### config.mk
export PLATFORM = sky130hd
export DESIGN_NAME = mul_final_adder
export DESIGN_NICKNAME = d
export VERILOG_FILES = /design/src/rtl/mul_final_adder.sv
export SDC_FILE = /design/constraint.sdc
export NUM_CORES = 1
export LEC_CHECK = 0
export ABC_AREA = 1
export BUFFER_PORTS_ARGS = -buffer_cell sky130_fd_sc_hd__buf_2
export CELL_PAD_IN_SITES_DETAIL_PLACEMENT = 1
export CELL_PAD_IN_SITES_GLOBAL_PLACEMENT = 1
export CORE_MARGIN = 1.5
export CORE_UTILIZATION = 28
export DETAILED_ROUTE_END_ITERATION = 7
export PLACE_DENSITY = 0.62
export SLEW_MARGIN = 20
export SYNTH_ARGS = -nofsm -noshare
export SYNTH_HDL_FRONTEND = slang
export SYNTH_SLANG_ARGS = --single-unit
### constraint.sdc
create_clock -name clk -period 2.6 [get_ports clk]
set_input_delay 0.13 -clock clk [delete_from_list [all_inputs] [get_ports clk]]
set_output_delay 0.13 -clock clk [all_outputs]
set_load 0.03 [all_outputs]
### src/rtl/mul_final_adder.sv
// mul_final_adder: bit-serial carry-propagate stage for the carry-save multiplier.
// Adds the last-row sum/carry vectors one bit per cycle with a single full adder
// and presents {high, low} together with a one-cycle done pulse.
module mul_final_adder #(
    parameter int unsigned W = 8
) (
    input  logic             clk,
    input  logic             rst,
    input  logic             start,
    input  logic [W-1:0]     ps,
    input  logic [W-1:0]     pc,
    input  logic [W-1:0]     low,
    output logic             busy,
    output logic             done,
    output logic [2*W-1:0]   product,
    output logic             cout
);

    localparam int unsigned CW = $clog2(W);
    localparam logic [CW-1:0] CntLast = CW'(W - 1);

    localparam logic [1:0] StIdle = 2'd0;
    localparam logic [1:0] StAdd  = 2'd1;
    localparam logic [1:0] StDone = 2'd2;

    logic [1:0]     state_q, state_d;
    logic [CW-1:0]  cnt_q, cnt_d;
    logic           c_q, c_d;
    logic [W-1:0]   ps_q, ps_d;
    logic [W-1:0]   pc_q, pc_d;
    logic [W-1:0]   low_q, low_d;
    logic [W-1:0]   hs_q, hs_d;
    logic [2*W-1:0] product_q, product_d;
    logic           cout_q, cout_d;

    logic           bit_a, bit_b, bit_s, bit_c;
    logic [W-1:0]   hs_shift;

    // Full-adder cell, next-state and sequencing for the serial addition
    always_comb begin
        state_d   = state_q;
        cnt_d     = cnt_q;
        c_d       = c_q;
        ps_d      = ps_q;
        pc_d      = pc_q;
        low_d     = low_q;
        hs_d      = hs_q;
        product_d = product_q;
        cout_d    = cout_q;

        bit_a    = ps_q[cnt_q];
        bit_b    = pc_q[cnt_q];
        bit_s    = bit_a ^ bit_b ^ c_q;
        bit_c    = (bit_a & bit_b) | (bit_a & c_q) | (bit_b & c_q);
        // New sum bit enters at the MSB so bit j lands at hs[j] after W shifts
        hs_shift = {bit_s, hs_q[W-1:1]};

        case (state_q)
            StIdle: begin
                if (start) begin
                    ps_d    = ps;
                    pc_d    = pc;
                    low_d   = low;
                    cnt_d   = '0;
                    c_d     = 1'b0;
                    state_d = StAdd;
                end
            end
            StAdd: begin
                c_d   = bit_c;
                hs_d  = hs_shift;
                cnt_d = cnt_q + CW'(1);
                if (cnt_q == CntLast) begin
                    product_d = {hs_shift, low_q};
                    cout_d    = bit_c;
                    state_d   = StDone;
                end
            end
            StDone: begin
                state_d = StIdle;
            end
            default: begin
                state_d = StIdle;
            end
        endcase
    end

    // State registers; synchronous reset discards any in-flight operation
    always_ff @(posedge clk) begin
        if (rst) begin
            state_q   <= StIdle;
            cnt_q     <= '0;
            c_q       <= 1'b0;
            ps_q      <= '0;
            pc_q      <= '0;
            low_q     <= '0;
            hs_q      <= '0;
            product_q <= '0;
            cout_q    <= 1'b0;
        end else begin
            state_q   <= state_d;
            cnt_q     <= cnt_d;
            c_q       <= c_d;
            ps_q      <= ps_d;
            pc_q      <= pc_d;
            low_q     <= low_d;
            hs_q      <= hs_d;
            product_q <= product_d;
            cout_q    <= cout_d;
        end
    end

    assign busy    = (state_q == StAdd);
    assign done    = (state_q == StDone);
    assign product = product_q;
    assign cout    = cout_q;

endmodule

# Word level (Yosys, flattened, before mapping)
# Index checks and enable logic that the tools add are counted.
[totals]
ff_bits = 55
word_cells = 40
[classes]
n_addsub = 1
order_cmp = 1
eq_ne = 5
mux = 11
bitwise = 7
n_reduce_logical = 6
[op_table]
columns = ["operator", "n"]
rows = [
  ["AND reduction 2 bit", 4],
  ["binary-select mux 1 bit (select 3 bit)", 2],
  ["case mux 3 bit (2 select lines)", 1],
  ["less-than comparator 3 x 4 -> 1 bit (second input constant)", 1],
  ["2-to-1 mux 2 bit", 2],
  ["case mux 2 bit (2 select lines)", 1],
  ["adder 3 x 1 -> 3 bit (second input constant)", 1],
  ["AND 1 bit", 3],
  ["equality test 3 bit (second input constant)", 1],
  ["2-to-1 mux 1 bit", 3],
  ["2-to-1 mux 3 bit", 1],
  ["equality test 2 x 1 -> 1 bit (second input constant)", 1],
  ["equality test 2 bit (second input constant)", 1],
  ["logical NOT 2 bit", 1],
  ["inequality test 2 x 1 -> 1 bit (second input constant)", 1],
  ["inequality test 2 bit (second input constant)", 1],
  ["bitwise OR 1 bit", 2],
  ["case mux 1 bit (2 select lines)", 1],
  ["nonzero test 2 bit", 1],
  ["XOR 1 bit", 2],
]

# Depth between registers and ports, before layout
[depth]
depth_word = 6
mapped_depth = 10

# Least setup slack after synthesis
# Ideal clock, no wire load.
[synth_path]
kind = "register to register"
from = "reg cnt_q[0]"
to = "reg c_q"
setup_time_ns = 0.070
t_arrival_ns = 1.730
t_required_ns = 2.530
slack_ns = 0.799
stages_incl_launch_ff = 10
n_path_buf = 1
period_less_slack_ns = 1.801
cell_sequence = "dfxtp_1 buf_2 clkinv_1 nand2_1 nand3_1 nand3_1 nand2_1 fa_1 or2_2 a21oi_1"
[synth_via]
elab_chain_len = 6
word_cells_on_any_way = 10
classes_between = "5 x mux; 5 x bitwise"
[synth_lines]
columns = ["element", "line_no", "source"]
rows = [
  ["from (decl)", "27", "logic [CW-1:0] cnt_q, cnt_d;"],
  ["from (signal assigned)", "102", "cnt_q <= cnt_d;"],
  ["binary-select mux 1 bit (select 3 bit) (on tied branches)", "51, 52", ""],
  ["2-to-1 mux 1 bit (on tied branches)", "51, 52", ""],
  ["AND 1 bit", "54", "bit_c = (bit_a & bit_b) | (bit_a & c_q) | (bit_b & c_q);"],
  ["bitwise OR 1 bit", "54", ""],
  ["bitwise OR 1 bit *", "54", ""],
  ["case mux 1 bit (2 select lines) *", "58", "case (state_q)"],
  ["to (signal assigned)", "93", "c_q <= 1'b0;"],
  ["to (signal assigned)", "103", "c_q <= c_d;"],
  ["to (decl)", "28", "logic c_q, c_d;"],
]
# Every way passes the cells marked *; elsewhere a longest branch is shown, timed or not. The select of a mux whose other input is x is not followed.
# A chain may end at the register's enable or synchronous reset.

# Final worst setup path
# Ends and elaborated chain as after synthesis.

==> run_results.csv <==
group,metric,value,unit
clock_network,cts_buffers,5,
pwr,power_density,606,nW/um^2
clock_network,clock_latency,300,ps
global_route,antenna_found_initial,0,
worst_setup_path,critical_path.max_stage_delay,540,ps
synth,synth-xor-area-share,0,%
worst_setup_path,cp_max_fo,11,
global_route,grt-ovfl-total,0,
pwr,seqPwrFrac,58.3,%
clock_network,cts_resized,0,
pwr,internal_power,0.00113,W
route,drtIter0Drc,77,
route,dr_total_vias,1915,
synth,synth_top_family_by_area,"simple AND/OR/NAND/NOR gates",
timing,drv_slew,0,
placed_design,gp_congestion,0.730,
synth,synth-simple-area-share,27.7,%
finish,drive_above_1_share,19.0,%
global_route,track_usage,13.3,%
worst_setup_path,r2r_slack,480,ps
pwr,swShare,26.7,%
placed_design,io_buffers,45,
finish,area_delta_synth_final,18.1,%
route,drt-total-wl,5.22,mm
synth,synth_compound_area_share,12.2,%
finish,final_common_cell,"nor2_1",
route,viasPerCell,4.40,
route,ant_nets,0,
job,max-cap-violations,0,
finish,n_antenna_cell,0,
floorplanning,io_pins,46,
hold_path,holdCritStartpoint,"low[6]",
timing,fin_crit_sh,81.6,%
clock_network,cts_tree,"yes",
synth,syn_area,2160,sq um
synth,synth_cells,293,
pwr,p_leak,1.25,nW
worst_setup_path,path_class,"reg2reg",
finish,stdcell_count,435,
hold_path,holdPathStages,3,
clock_network,clock-sinks,54,
route,dr.pass1.iters,4,
worst_setup_path,startpoint_type,"flop",
pwr,power.total,0.00154,W
synth,avgSynthCellArea,7.37,sq um
pwr,netSwitchingPower,0.000412,W
timing,grt_setup_unrepaired,"false",
route,remaining_drc_errors,0,
outcome,outcome,"completed",
hold_path,hold_path_end,"low_q[6]",
finish,nNetsFinal,365,
floorplanning,core-area,7370,sq um
timing,fmax,0.472,GHz
finish,final_cell_mix,"83 x nor2_1, 54 x dfxtp_1, 45 x buf_2",
synth,synth-seq-area-share,50.1,%
floorplanning,dieHeight,90.8,um
worst_setup_path,path_cells,"clkinv_1 -> nand2_1 -> nand3_1 -> nand3_1 -> nand2_1 -> fa_1 -> or2_2 -> a21oi_1",
floorplanning,start_util,29.3,%
worst_setup_path,critPathRequiredTime,2840,ps
synth,ys_seq_elements,54,
synth,ys_types,20,
clock_network,clkSlewWorstSetupHoldPaths,100,ps
global_route,grt_pass1_vias,1882,
pwr,ir_drop,0.000260,V
hold_path,hp-class,"in2reg",
pwr,p_comb_share,11.7,%
route,wl_per_cell,12.0,um
global_route,grt_pass1_wl,8.79,mm
floorplanning,num_rows,31,
worst_setup_path,r2r_end,"c_q",
placed_design,detailed_place_hpwl,3.65,mm
synth,synth-adder-area-share,2.09,%
global_route,grt_max_degree,27,
worst_setup_path,cp.arrival,2360,ps
timing,period_minus_slack,2120,ps
timing,relSlewSlack,53.4,%
floorplanning,dieArea,8240,sq um
clock_network,cts_root_buf,"clkbuf_8",
clock_network,post_cts_buffers,0,
timing,clock_skew,5.09,ps
timing,worst_pin_slew,699,ps
placed_design,place_inst,427,
synth,synth_nets,323,
timing,finalSetupViolCount,0,
timing,fin_setup_tns,0,ps
pwr,p_clk_share,30.0,%
worst_setup_path,crit_path_end_kind,"flop",
worst_setup_path,slowest_stage,"dfxtp_1",
clock_network,cts_hold_buffers,0,
synth,muxShareOfSynthArea,0,%
worst_setup_path,rr_worst_depth,8,
worst_setup_path,r2r_start,"cnt_q[0]",
clock_network,cts_max_path_buffers,2,
floorplanning,die_w,90.8,um
synth,yosysWarnings,0,
clock_network,htree_levels,2,
timing,hold_viol,0,
-- cell usage after synthesis, drive strengths merged --
cell    instances  area, sq um
nor2           84          323
dfxtp          54         1080
nand2          42          163
o21ai          34          170
inv            27          101
nand3          20          105
o21bai          9         67.6
buf             8         47.5
a21oi           5         25.0
clkbuf          5         20.0
ha              2         25.0
clkinv          1         3.75
fa              1         20.0
or2             1         6.26
-- how the worst max path moves through the flow --
| stage | cells past startpoint | slack, ps | end | from |
|---|---|---|---|---|
| 6_report | 8 | 480 | c_q | cnt_q[0] |
| 5_1_grt | 8 | 340 | c_q | cnt_q[0] |
| 4_1_cts | 8 | 450 | c_q | cnt_q[0] |
| 3_5_place_dp | 8 | 480 | c_q | cnt_q[0] |
| 3_3_place_gp | 8 | 600 | c_q | cnt_q[0] |
| 2_1_floorplan | 9 | 800 | c_q | cnt_q[0] |
-- layout make-up --
type	instances	area, sq um
tap	99	124
clock inverter	2	13.8
inverter	28	105
timing repair buffer	48	248
clock buffer	6	72.6
multi-input combinational	198	905
sequential	54	1080
fill	967	4820
-- cell families (layout without fill, tap and decap cells) --
logic type / count (synthesis) / in the layout
fa+ha+maj: 3 / 3
buf+inv: 41 / 84
compound gates: 48 / 48
flops: 54 / 54
simple gates: 147 / 147
-- registers in the layout (all words and copies together), names as in the netlist --
register	flops
ps_q	8
low_q	8
state_q	2
cnt_q	3
hs_q	7
c_q	1
pc_q	8
product	16
cout	1
-- metal layers --
| layer | global-route usage (%) | vias up | share of wire (%) |
|---|---|---|---|
| li1 | - | 995 | - |
| met1 | 16.8 | 885 | 50 |
| met2 | 21.7 | 29 | 44 |
| met3 | 3.20 | 6 | 4.1 |
| met4 | 5.08 | 0 | 1.4 |
| met5 | 0 | - | 0 |
-- power by group through the flow --
| stage | Clock (W) | Combinational (W) | Sequential, W |
|---|---|---|---|
| after floorplan | 0 | 0.000136 | 0.000910 |
| after global placement | 0 | 0.000181 | 0.000918 |
| after detailed placement | 0 | 0.000186 | 0.000920 |
| after CTS | 0.000494 | 0.000187 | 0.000901 |
| after global routing | 0.000514 | 0.000211 | 0.000908 |
| final | 0.000464 | 0.000180 | 0.000901 |
-- critical path, delay by kind of cell (launching register included) --
kind                       cells  cell delay [ps]
adders and majority gates      1              410
buffers and inverters          1              320
and+or+nand+nor                5              670
AOI/OAI and AO/OA              1              120
DFF                            1              540
-- through the flow --
stage	util (%)	hold WS (ps)	area, sq um	worst slack (ps)
after floorplan	-	293	2160	799
after global placement	33.4	385	2460	602
after detailed placement	33.4	387	2460	478
after CTS	34.6	57.7	2550	454
after global routing	34.6	70.9	2550	342
final	34.6	68.8	2550	479
Note: power is estimated with default switching activity, not from simulation.
